===== src/rtl/compute_unit_sequencer.sv =====
// rtl/compute_unit_sequencer.sv - program buffer and issue controller for the 16-bit compute unit
module compute_unit_sequencer #(
   parameter int DEPTH        = 16,
   parameter int DRAIN_CYCLES = 2
) (
   input  logic        clk,
   input  logic        rst_n,
   input  logic [7:0]  cfg_data,
   input  logic        cfg_valid,
   output logic        cfg_ready,
   input  logic        start,
   input  logic        clear,
   output logic [15:0] issue_instr,
   output logic        issue_en,
   input  logic        res_valid,
   input  logic [7:0]  res_data,
   input  logic [3:0]  res_reg_id,
   output logic        busy,
   output logic        done,
   output logic [4:0]  prog_len,
   output logic [4:0]  result_count,
   output logic [7:0]  last_result,
   output logic [3:0]  last_reg
);

   localparam int AW = (DEPTH > 1) ? $clog2(DEPTH) : 1;

   localparam logic [1:0] S_IDLE  = 2'd0;
   localparam logic [1:0] S_RUN   = 2'd1;
   localparam logic [1:0] S_DRAIN = 2'd2;
   localparam logic [1:0] S_DONE  = 2'd3;

   localparam logic [4:0] DEPTH_L = 5'(DEPTH);
   localparam logic [7:0] DRAIN_L = 8'(DRAIN_CYCLES);

   logic [1:0]  state;
   logic        phase;
   logic [7:0]  low_byte;
   logic [4:0]  pc;
   logic [7:0]  drain_cnt;
   logic [15:0] mem [DEPTH];

   logic        start_go;
   logic        byte_go;
   logic [15:0] cur_word;
   logic        cur_halt;
   logic        last_slot;

   // Handshake, start qualification and the word currently addressed by pc.
   always_comb begin
      cfg_ready = (state == S_IDLE) && (prog_len < DEPTH_L);
      start_go  = start && !clear &&
                  (((state == S_IDLE) && (prog_len != 5'd0)) || (state == S_DONE));
      // A start on the same edge wins over a byte; clear wins over both.
      byte_go   = cfg_valid && cfg_ready && !clear && !start_go;
      cur_word  = mem[pc[AW-1:0]];
      cur_halt  = (cur_word[15:12] == 4'b1111);
      last_slot = (pc == (prog_len - 5'd1));
      busy      = (state == S_RUN) || (state == S_DRAIN);
      done      = (state == S_DONE);
   end

   // Program storage; a word is committed when its high byte is accepted.
   always_ff @(posedge clk) begin
      if (byte_go && phase) begin
         mem[prog_len[AW-1:0]] <= {cfg_data, low_byte};
      end
   end

   // Sequencer: loading, issue, drain and completion.
   always_ff @(posedge clk or negedge rst_n) begin
      if (!rst_n) begin
         state       <= S_IDLE;
         prog_len    <= 5'd0;
         phase       <= 1'b0;
         low_byte    <= 8'd0;
         pc          <= 5'd0;
         drain_cnt   <= 8'd0;
         issue_en    <= 1'b0;
         issue_instr <= 16'd0;
      end else if (clear) begin
         state       <= S_IDLE;
         prog_len    <= 5'd0;
         phase       <= 1'b0;
         pc          <= 5'd0;
         drain_cnt   <= 8'd0;
         issue_en    <= 1'b0;
         issue_instr <= 16'd0;
      end else if (start_go) begin
         state     <= S_RUN;
         phase     <= 1'b0;
         pc        <= 5'd0;
         drain_cnt <= 8'd0;
         issue_en  <= 1'b0;
      end else begin
         case (state)
            S_IDLE: begin
               if (byte_go) begin
                  if (!phase) begin
                     low_byte <= cfg_data;
                     phase    <= 1'b1;
                  end else begin
                     phase    <= 1'b0;
                     prog_len <= prog_len + 5'd1;
                  end
               end
            end
            S_RUN: begin
               if (cur_halt) begin
                  issue_en    <= 1'b0;
                  issue_instr <= 16'd0;
                  drain_cnt   <= 8'd0;
                  state       <= S_DRAIN;
               end else begin
                  issue_en    <= 1'b1;
                  issue_instr <= cur_word;
                  pc          <= pc + 5'd1;
                  if (last_slot) begin
                     drain_cnt <= 8'd0;
                     state     <= S_DRAIN;
                  end
               end
            end
            S_DRAIN: begin
               issue_en    <= 1'b0;
               issue_instr <= 16'd0;
               if (drain_cnt == DRAIN_L) begin
                  state <= S_DONE;
               end else begin
                  drain_cnt <= drain_cnt + 8'd1;
               end
            end
            default: begin
               issue_en <= 1'b0;
            end
         endcase
      end
   end

   // Result capture from the compute unit; a start clears it, clear keeps it.
   always_ff @(posedge clk or negedge rst_n) begin
      if (!rst_n) begin
         result_count <= 5'd0;
         last_result  <= 8'd0;
         last_reg     <= 4'd0;
      end else if (start_go) begin
         result_count <= 5'd0;
         last_result  <= 8'd0;
         last_reg     <= 4'd0;
      end else if (res_valid) begin
         last_result <= res_data;
         last_reg    <= res_reg_id;
         if (result_count != 5'd31) begin
            result_count <= result_count + 5'd1;
         end
      end
   end

endmodule


===== config.mk =====
export PLATFORM = sky130hd
export DESIGN_NAME = compute_unit_sequencer
export DESIGN_NICKNAME = d
export VERILOG_FILES = /design/src/rtl/compute_unit_sequencer.sv
export SDC_FILE = /design/constraint.sdc
export NUM_CORES = 1
export LEC_CHECK = 0
export ABC_CLOCK_PERIOD_IN_PS = 5350
export CAP_MARGIN = 20
export CORE_MARGIN = 2
export CORE_UTILIZATION = 30
export DETAILED_ROUTE_END_ITERATION = 6
export GPL_TIMING_DRIVEN = 0
export HOLD_SLACK_MARGIN = 0.05
export PLACE_DENSITY = 0.43
export REMOVE_ABC_BUFFERS = 1
export SLEW_MARGIN = 20
export SYNTH_ARGS = -nofsm -noshare
export SYNTH_HDL_FRONTEND = slang
export SYNTH_SLANG_ARGS = --single-unit

===== constraint.sdc =====
create_clock -name clk -period 5.35 [get_ports clk]
set_clock_uncertainty 0.2 [all_clocks]
set_input_delay 1.07 -clock clk [delete_from_list [all_inputs] [get_ports clk]]
set_output_delay 1.07 -clock clk [all_outputs]
set_load 0.1 [all_outputs]

==> flow_results.xml, run 1 <==
<?xml version="1.0" encoding="UTF-8"?>
<metrics>
  <group name="setup_path">
    <metric name="setup.worst_path.end_class" unit="">flop</metric>
    <metric name="cp.required" unit="ns">5.56</metric>
    <metric name="timing.rr.start" unit="">pc[3]</metric>
    <metric name="timing.critical_path.slowest_cell_delay" unit="ns">0.93</metric>
    <metric name="worst-r2r-cell-count" unit="">7</metric>
    <metric name="kind_of_cell_adding_the_most_delay_to_the_critical_path" unit="">compound AO/OA/AOI/OAI gates</metric>
    <metric name="r2r_setup_slack" unit="ns">1.05</metric>
    <metric name="worstPathArrival" unit="ns">4.51</metric>
    <metric name="regToRegEndpoint" unit="">issue_instr[13]</metric>
    <metric name="critical_path.slowest_cell" unit="">clkinv_1</metric>
    <metric name="crit_type" unit="">flop to flop</metric>
    <metric name="timing.critical_path.cells" unit="">clkinv_1 &gt; a221oi_1 &gt; o21ai_1 &gt; a22oi_4 &gt; a21oi_2 &gt; and3_2 &gt; a22o_1</metric>
    <metric name="cp-start-kind" unit="">flop</metric>
    <metric name="timing.critical_path.buf_inv" unit="">1</metric>
    <metric name="worstSetupPathDepth" unit="">7</metric>
    <metric name="critical_path.max_fanout" unit="">19</metric>
  </group>
  <group name="die">
    <metric name="die-area" unit="mm²">0.04518</metric>
    <metric name="die_x" unit="µm">212.6</metric>
    <metric name="start_util" unit="%">30.36</metric>
    <metric name="core" unit="mm²">0.04298</metric>
    <metric name="pin_count" unit="">68</metric>
    <metric name="std_cell_rows" unit="">76</metric>
    <metric name="die-height" unit="µm">212.6</metric>
  </group>
  <group name="logic_synthesis">
    <metric name="synth_enable_flop_cells" unit="">256</metric>
    <metric name="ys_seq_area_share" unit="%">70.99</metric>
    <metric name="post-synth-top-area-cell" unit="">edfxtp_1</metric>
    <metric name="yosys-top-cells-area" unit="">edfxtp_1 (59%), dfrtp_1 (12%), mux2i_1 (6.0%)</metric>
    <metric name="yosys_register_bits" unit="">319</metric>
    <metric name="postSynthAreaPerCell" unit="µm²">17.06</metric>
    <metric name="asyncSetResetFlopFracSynth" unit="%">19.75</metric>
    <metric name="area_fraction_of_the_dominant_cell_type_after_synthesis" unit="%">58.91</metric>
    <metric name="synthesis.area" unit="mm²">0.01305</metric>
    <metric name="synth_top_cells_by_count" unit="">edfxtp_1 (256), mux2i_1 (78), dfrtp_1 (63), nor2_1 (50), nand2_1 (35)</metric>
    <metric name="yosysUniqueCellTypes" unit="">57</metric>
    <metric name="synth_cells" unit="">765</metric>
    <metric name="synth_ff_type" unit="">edfxtp_1</metric>
    <metric name="cell_with_the_most_instances_after_synthesis" unit="">edfxtp_1</metric>
    <metric name="synthesis.yosys.warnings" unit="">0</metric>
  </group>
  <group name="routing">
    <metric name="number_of_vias_in_the_routed_layout" unit="">7002</metric>
    <metric name="detailedRoute.firstIterationViolations" unit="">388</metric>
    <metric name="wl_per_cell" unit="µm">22.40</metric>
    <metric name="first_pass_iters" unit="">4</metric>
    <metric name="route.final.wire_length" unit="µm">33010</metric>
    <metric name="detail_route.drc_violations" unit="">0</metric>
    <metric name="antenna_left" unit="">0</metric>
    <metric name="route.detailed.vias_per_inst" unit="">4.750</metric>
  </group>
  <group name="placed_design">
    <metric name="placement.cell_area" unit="mm²">0.01494</metric>
    <metric name="place.port_buffers" unit="">67</metric>
    <metric name="place.gp.congestion" unit="">0.6745</metric>
    <metric name="place_hpwl" unit="µm">20530</metric>
  </group>
  <group name="timing">
    <metric name="report.final.hold_viol_count" unit="">0</metric>
    <metric name="number_of_max_slew_violations_in_the_final_report" unit="">0</metric>
    <metric name="normalized_max_slew_margin" unit="%">32.07</metric>
    <metric name="timing_worst_slew_pin_value" unit="ns">1.016</metric>
    <metric name="worst_hold_slack" unit="ns">0.2800</metric>
    <metric name="finalSetupViolations" unit="">0</metric>
    <metric name="setup-tns-final" unit="ns">0</metric>
    <metric name="fmax" unit="MHz">232.7</metric>
    <metric name="fin_crit" unit="ns">4.297</metric>
    <metric name="final.period_utilization" unit="%">80.31</metric>
    <metric name="unrepaired_setup_endpoints_after_global_routing" unit="">false</metric>
  </group>
  <group name="power">
    <metric name="finalPower" unit="µW">7114</metric>
    <metric name="max-vdd-ir-drop" unit="mV">0.2008</metric>
    <metric name="power_density" unit="mW/mm²">443.4</metric>
    <metric name="power.static_leakage" unit="µW">0.005399</metric>
  </group>
  <group name="global_routing">
    <metric name="antenna_found_initial" unit="">0</metric>
    <metric name="grt_pass1_vias" unit="">7378</metric>
    <metric name="grt_overflow_total" unit="">0</metric>
    <metric name="pin_count_of_the_biggest_net_entering_global_routing" unit="">40</metric>
    <metric name="gr-usage-all-layers" unit="%">15.09</metric>
    <metric name="first_pass_grt_wire_length" unit="µm">49430</metric>
  </group>
  <group name="layout">
    <metric name="nNetsFinal" unit="">901</metric>
    <metric name="syn_to_layout_area_delta" unit="%">22.95</metric>
    <metric name="largest_reg_flops" unit="">256</metric>
    <metric name="post-route-cell-area" unit="mm²">0.01604</metric>
    <metric name="ant_diodes" unit="">0</metric>
    <metric name="final_layout_size_suffix_gt1_share" unit="%">17.66</metric>
  </group>
  <group name="clock_tree">
    <metric name="post_cts.repair.setup_buffers" unit="">0</metric>
    <metric name="postCtsResizedCells" unit="">0</metric>
    <metric name="clock_tree_from_tritoncts" unit="">done</metric>
    <metric name="clkTransAtPathRegs" unit="ns">0.06</metric>
    <metric name="clock_latency_reported_for_the_late_side_of_the_worst_skew_pair" unit="ns">0.53</metric>
    <metric name="ctsRootBufferMaster" unit="">clkbuf_16</metric>
    <metric name="h-tree-depth" unit="">2</metric>
    <metric name="number_of_hold_buffers_added_after_cts" unit="">0</metric>
    <metric name="ctsLongestPathBuffers" unit="">3</metric>
    <metric name="cts_inserted_buffers" unit="">37</metric>
    <metric name="clock_sink_count" unit="">319</metric>
  </group>
  <group name="flow_run">
    <metric name="max_cap_violations" unit="">0</metric>
  </group>
  <group name="worst_hold_path">
    <metric name="timing.hold.worst.start" unit="">drain_cnt[7]</metric>
    <metric name="worstHoldPathType" unit="">flop to flop</metric>
    <metric name="worstHoldPathCells" unit="">1</metric>
    <metric name="holdPathEnd" unit="">drain_cnt[7]</metric>
  </group>
  <group name="run_status">
    <metric name="status" unit="">completed</metric>
  </group>
</metrics>
## power by group
part	switching, µW	internal [µW]
Combinational	1030	554
Sequential	239	2950
Clock	970	1370
Total	2240	4880
## worst max-delay path by stage
stage / startpoint / endpoint / slack [ns]
floorplan: pc[0] / drain_cnt[3] / -0.48
global placement: pc[0] / issue_instr[2] / -2.96
detailed placement: pc[3] / issue_instr[13] / 0.94
CTS: pc[3] / issue_instr[13] / 0.93
global route: pc[3] / issue_instr[13] / 0.81
finish: pc[3] / issue_instr[13] / 1.05
## layer usage
layer / routed length [µm] / GRT usage (%) / part of all wire [%]
met5: 0 / 0 / 0
met4: 588 / 3.931 / 1.8
met3: 1415 / 2.334 / 4.3
met2: 16500 / 25.65 / 50
met1: 14510 / 20.17 / 44
## cell usage in the layout, fill, tap and decap left out, types with 8 or more instances in the layout
| cell type | instances |
|---|---|
| xor2_1 | 8 |
| dfrtp_1 | 59 |
| a22o_1 | 16 |
| buf_4 | 10 |
| nor2_1 | 37 |
| edfxtp_1 | 256 |
| clkdlybuf4s50_1 | 66 |
| o21ai_0 | 20 |
| a22oi_1 | 12 |
| buf_16 | 15 |
| clkbuf_1 | 12 |
| mux2_2 | 9 |
| mux2i_1 | 78 |
| inv_1 | 10 |
| clkbuf_16 | 37 |
| xnor2_1 | 8 |
| ha_1 | 14 |
| nor2_4 | 12 |
| a221oi_1 | 28 |
| nand2_1 | 35 |
| clkinv_1 | 13 |
| mux4_2 | 33 |
## worst reg2reg max path, stage by stage (launching register included)
cell and delay [ns]:
dfrtp_2 0.80, clkinv_1 0.95, a221oi_1 0.67, o21ai_1 0.24
a22oi_4 0.38, a21oi_2 0.17, and3_2 0.47, a22o_1 0.30
## cell type report
cell class,count,area [µm²]
fillers,4084,26940
flip-flops and latches,319,9274
multi-input cells,394,3651
repair buffers,97,1237
clock buffers,49,970.9
well taps,585,732.0
clock inverters,18,133.9
inverters,12,45.04
## cell families (layout without fill, tap and decap cells)
family	Yosys count	count (layout)	share of synthesized area, %
AOI/OAI and AO/OA	115	115	7.307
xor gates and xnor gates	16	16	1.074
adders and majority gates	14	14	1.342
buffers and inverters	52	176	2.042
DFF	319	319	70.99
muxes	121	121	12.66
and+or+nand+nor	128	128	4.583
## through the flow
| step | utilization [%] | worst slack, ns | std cells |
|---|---|---|---|
| global route | 37.33 | 0.8116 | 1474 |
| finish | 37.33 | 1.053 | 1474 |
| floorplan | - | -0.4828 | 725 |
| detailed placement | 34.76 | 0.9415 | 1407 |
| CTS | 37.33 | 0.9256 | 1474 |
| global placement | 33.11 | -2.963 | 1377 |
Note: power is estimated with default switching activity, not from simulation.
==> inputs of run 2 (changes only) <==
ABC_CLOCK_PERIOD_IN_PS = 3900   (was 5350)
PLACE_DENSITY = 0.44   (was 0.43)
clock period = 3.9 ns   (was 5.35 ns; I/O delays follow)
==> run 2 against run 1 <==
  * Design area barely moved
  * Wire length shrank 1.1%
  * Critical path depth fell by 3
  * Global-route usage is 0.23 points lower
  * Flip-flop and latch count stayed put
  * Critical path type is now flop to primary output
  * Critical endpoint is now cfg_ready
  * Largest cell class unchanged
  * Largest power group unchanged
==> flow_results.xml, run 2 (same netlist as run 1, synthesis figures left out) <==
<?xml version="1.0" encoding="UTF-8"?>
<metrics>
  <group name="run_status">
    <metric name="status" unit="">completed</metric>
  </group>
  <group name="layout">
    <metric name="syn_to_layout_area_delta" unit="%">22.95</metric>
    <metric name="largest_reg_flops" unit="">256</metric>
    <metric name="ant_diodes" unit="">0</metric>
    <metric name="layout_commonest_cell" unit="">edfxtp_1</metric>
    <metric name="number_of_fillers_in_the_final_layout" unit="">4027</metric>
    <metric name="nNetsFinal" unit="">900</metric>
    <metric name="seqCellArea" unit="mm²">0.009276</metric>
    <metric name="most-common-layout-cells" unit="">edfxtp_1 (256), mux2i_1 (78), clkdlybuf4s50_1 (66)</metric>
    <metric name="layout_cells_excl_fill" unit="">1474</metric>
    <metric name="core_utilization_of_the_finished_layout" unit="%">37.33</metric>
    <metric name="final_layout_size_suffix_gt1_share" unit="%">18.22</metric>
    <metric name="multi_input_area" unit="mm²">0.003674</metric>
  </group>
  <group name="clock_tree">
    <metric name="clock_sink_count" unit="">319</metric>
    <metric name="clock_latency_reported_for_the_late_side_of_the_worst_skew_pair" unit="ns">0.54</metric>
    <metric name="cts_inserted_buffers" unit="">37</metric>
    <metric name="clock_tree_from_tritoncts" unit="">done</metric>
    <metric name="ctsRootBufferMaster" unit="">clkbuf_16</metric>
    <metric name="ctsLongestPathBuffers" unit="">3</metric>
    <metric name="h-tree-depth" unit="">2</metric>
    <metric name="clkTransAtPathRegs" unit="ns">0.06</metric>
  </group>
  <group name="setup_path">
    <metric name="timing.critical_path.cells" unit="">inv_1 &gt; ha_1 &gt; nor2b_1 &gt; clkdlybuf4s50_1</metric>
    <metric name="setup.worst_path.end_class" unit="">primary output</metric>
    <metric name="crit_type" unit="">flop to primary output</metric>
    <metric name="critical_path.slowest_cell" unit="">clkdlybuf4s50_1</metric>
    <metric name="timing.critical_path.slowest_cell_delay" unit="ns">1.19</metric>
    <metric name="cp.required" unit="ns">2.92</metric>
    <metric name="cp-start-kind" unit="">flop</metric>
    <metric name="critical_path.max_fanout" unit="">4</metric>
    <metric name="worstPathArrival" unit="ns">2.72</metric>
    <metric name="timing.critical_path.buf_inv" unit="">2</metric>
    <metric name="kind_of_cell_adding_the_most_delay_to_the_critical_path" unit="">buffers and inverters</metric>
  </group>
  <group name="timing">
    <metric name="setup-tns-final" unit="ns">0</metric>
    <metric name="unrepaired_setup_endpoints_after_global_routing" unit="">false</metric>
    <metric name="fmax" unit="MHz">270.3</metric>
    <metric name="finalSetupViolations" unit="">0</metric>
    <metric name="report.final.hold_viol_count" unit="">0</metric>
    <metric name="number_of_max_slew_violations_in_the_final_report" unit="">0</metric>
    <metric name="setup_slack" unit="ns">0.2000</metric>
    <metric name="normalized_max_slew_margin" unit="%">30.43</metric>
    <metric name="fin_crit" unit="ns">3.700</metric>
    <metric name="timing_worst_slew_pin_value" unit="ns">1.040</metric>
    <metric name="final.period_utilization" unit="%">94.87</metric>
  </group>
  <group name="routing">
    <metric name="route.detailed.vias_per_inst" unit="">4.801</metric>
    <metric name="wl_per_cell" unit="µm">22.14</metric>
    <metric name="detail_route.drc_violations" unit="">0</metric>
    <metric name="detailedRoute.firstIterationViolations" unit="">446</metric>
    <metric name="first_pass_iters" unit="">5</metric>
    <metric name="route.final.wire_length" unit="µm">32640</metric>
    <metric name="number_of_vias_in_the_routed_layout" unit="">7076</metric>
    <metric name="antenna_left" unit="">0</metric>
  </group>
  <group name="die">
    <metric name="die-height" unit="µm">212.6</metric>
    <metric name="std_cell_rows" unit="">76</metric>
    <metric name="die_x" unit="µm">212.6</metric>
    <metric name="start_util" unit="%">30.36</metric>
    <metric name="pin_count" unit="">68</metric>
    <metric name="die-area" unit="mm²">0.04518</metric>
    <metric name="core" unit="mm²">0.04298</metric>
  </group>
  <group name="power">
    <metric name="max-vdd-ir-drop" unit="mV">0.2594</metric>
    <metric name="power_density" unit="mW/mm²">615.4</metric>
    <metric name="finalPower" unit="µW">9872</metric>
    <metric name="power.static_leakage" unit="µW">0.005376</metric>
  </group>
  <group name="global_routing">
    <metric name="grt_pass1_vias" unit="">7257</metric>
    <metric name="gr-usage-all-layers" unit="%">14.86</metric>
    <metric name="pin_count_of_the_biggest_net_entering_global_routing" unit="">38</metric>
    <metric name="grt_overflow_total" unit="">0</metric>
    <metric name="first_pass_grt_wire_length" unit="µm">48710</metric>
    <metric name="antenna_found_initial" unit="">0</metric>
  </group>
  <group name="flow_run">
    <metric name="max_cap_violations" unit="">0</metric>
  </group>
  <group name="placed_design">
    <metric name="place.detailed.instances" unit="">1403</metric>
    <metric name="place_hpwl" unit="µm">19950</metric>
    <metric name="place.gp.congestion" unit="">0.7114</metric>
    <metric name="place.port_buffers" unit="">67</metric>
    <metric name="dp_slack" unit="ns">-0.4603</metric>
  </group>
  <group name="worst_hold_path">
    <metric name="worstHoldPathType" unit="">flop to flop</metric>
  </group>
</metrics>
==> run 2: cell count changes in the layout (fill, tap and decap cells not counted), sizes merged <==
cell,delta
clkbuf,+3
clkinv,-3
buf,-2
bufinv,-1
clkinvlp,+1
dlygate4sd3,+1
inv,+1
==> run 2: through the flow <==
| stage | area, µm² | hold slack, ns |
|---|---|---|
| final | 16040 | 0.2785 |
| after CTS | 16000 | 0.2832 |
| after global routing | 16040 | 0.2896 |
| after floorplan | 12830 | 0.2383 |
| after global placement | 14230 | 0.2706 |
| after detailed placement | 14800 | 0.2666 |
==> run 2: worst reg2reg max path: cells and delay by family, from the launching register on <==
family                   cells  cell delay, ns
adder cells (fa/ha/maj)      1            0.17
AO/OA/AOI/OAI                2            0.53
AND/OR/NAND/NOR              4            1.41
flip-flops                   1            0.50
buffers and inverters        3            0.58
==> run 2: power breakdown <==
part | internal [µW] | leakage, µW | total [µW] | switching [µW]
Combinational | 767 | 0.00169 | 2200 | 1430
Clock | 1930 | 0.000565 | 3310 | 1380
Sequential | 4050 | 0.00312 | 4360 | 317
==> run 2: area by class of cell <==
cell class / count / share of cell area [%]
Timing Repair Buffer: 96 / 7.175
Tap cell: 585 / 4.562
Clock inverter: 16 / 0.8033
Clock buffer: 52 / 6.442
Sequential cell: 319 / 57.82
Multi-Input combinational cell: 394 / 22.90
Inverter: 12 / 0.2964
==> run 2: timing repair <==
| item | 4_1_cts | 5_1_grt |
|---|---|---|
| endpoints found under the hold margin | 26 | 0 |
| pin swaps | 1 | 1 |
| endpoints found under the setup margin | 25 | 40 |
| hold buffers | 1 | 0 |
| setup buffers | 1 | 1 |
| gates resized for setup | 2 | 6 |
==> run 2: routing by layer <==
metal	GRT usage, %	vias up	wire length [µm]
met5	0	-	0
met4	3.786	0	594
met3	2.319	37	1139
met2	25.97	117	16720
met1	19.27	3699	14190
li1	-	3223	-
==> run 2: final timing paths <==
path	from	slack [ns]	endpoint	cells past startpoint
max	state[1]	0.20	cfg_ready	4
min	drain_cnt[7]	0.28	drain_cnt[7]	1
max reg2reg	prog_len[0]	0.20	mem[0][11]	10
min reg2reg	drain_cnt[7]	0.28	drain_cnt[7]	1
max in group asynchronous	rst_n	2.38	pc[2]	3
min in group asynchronous	rst_n	0.53	state[0]	2
==> inputs of run 3 (changes only) <==
ABC_CLOCK_PERIOD_IN_PS = unset   (was 3900)
==> results of run 3 <==
The final DEF is identical to that of run 2; final timing and power are the same.
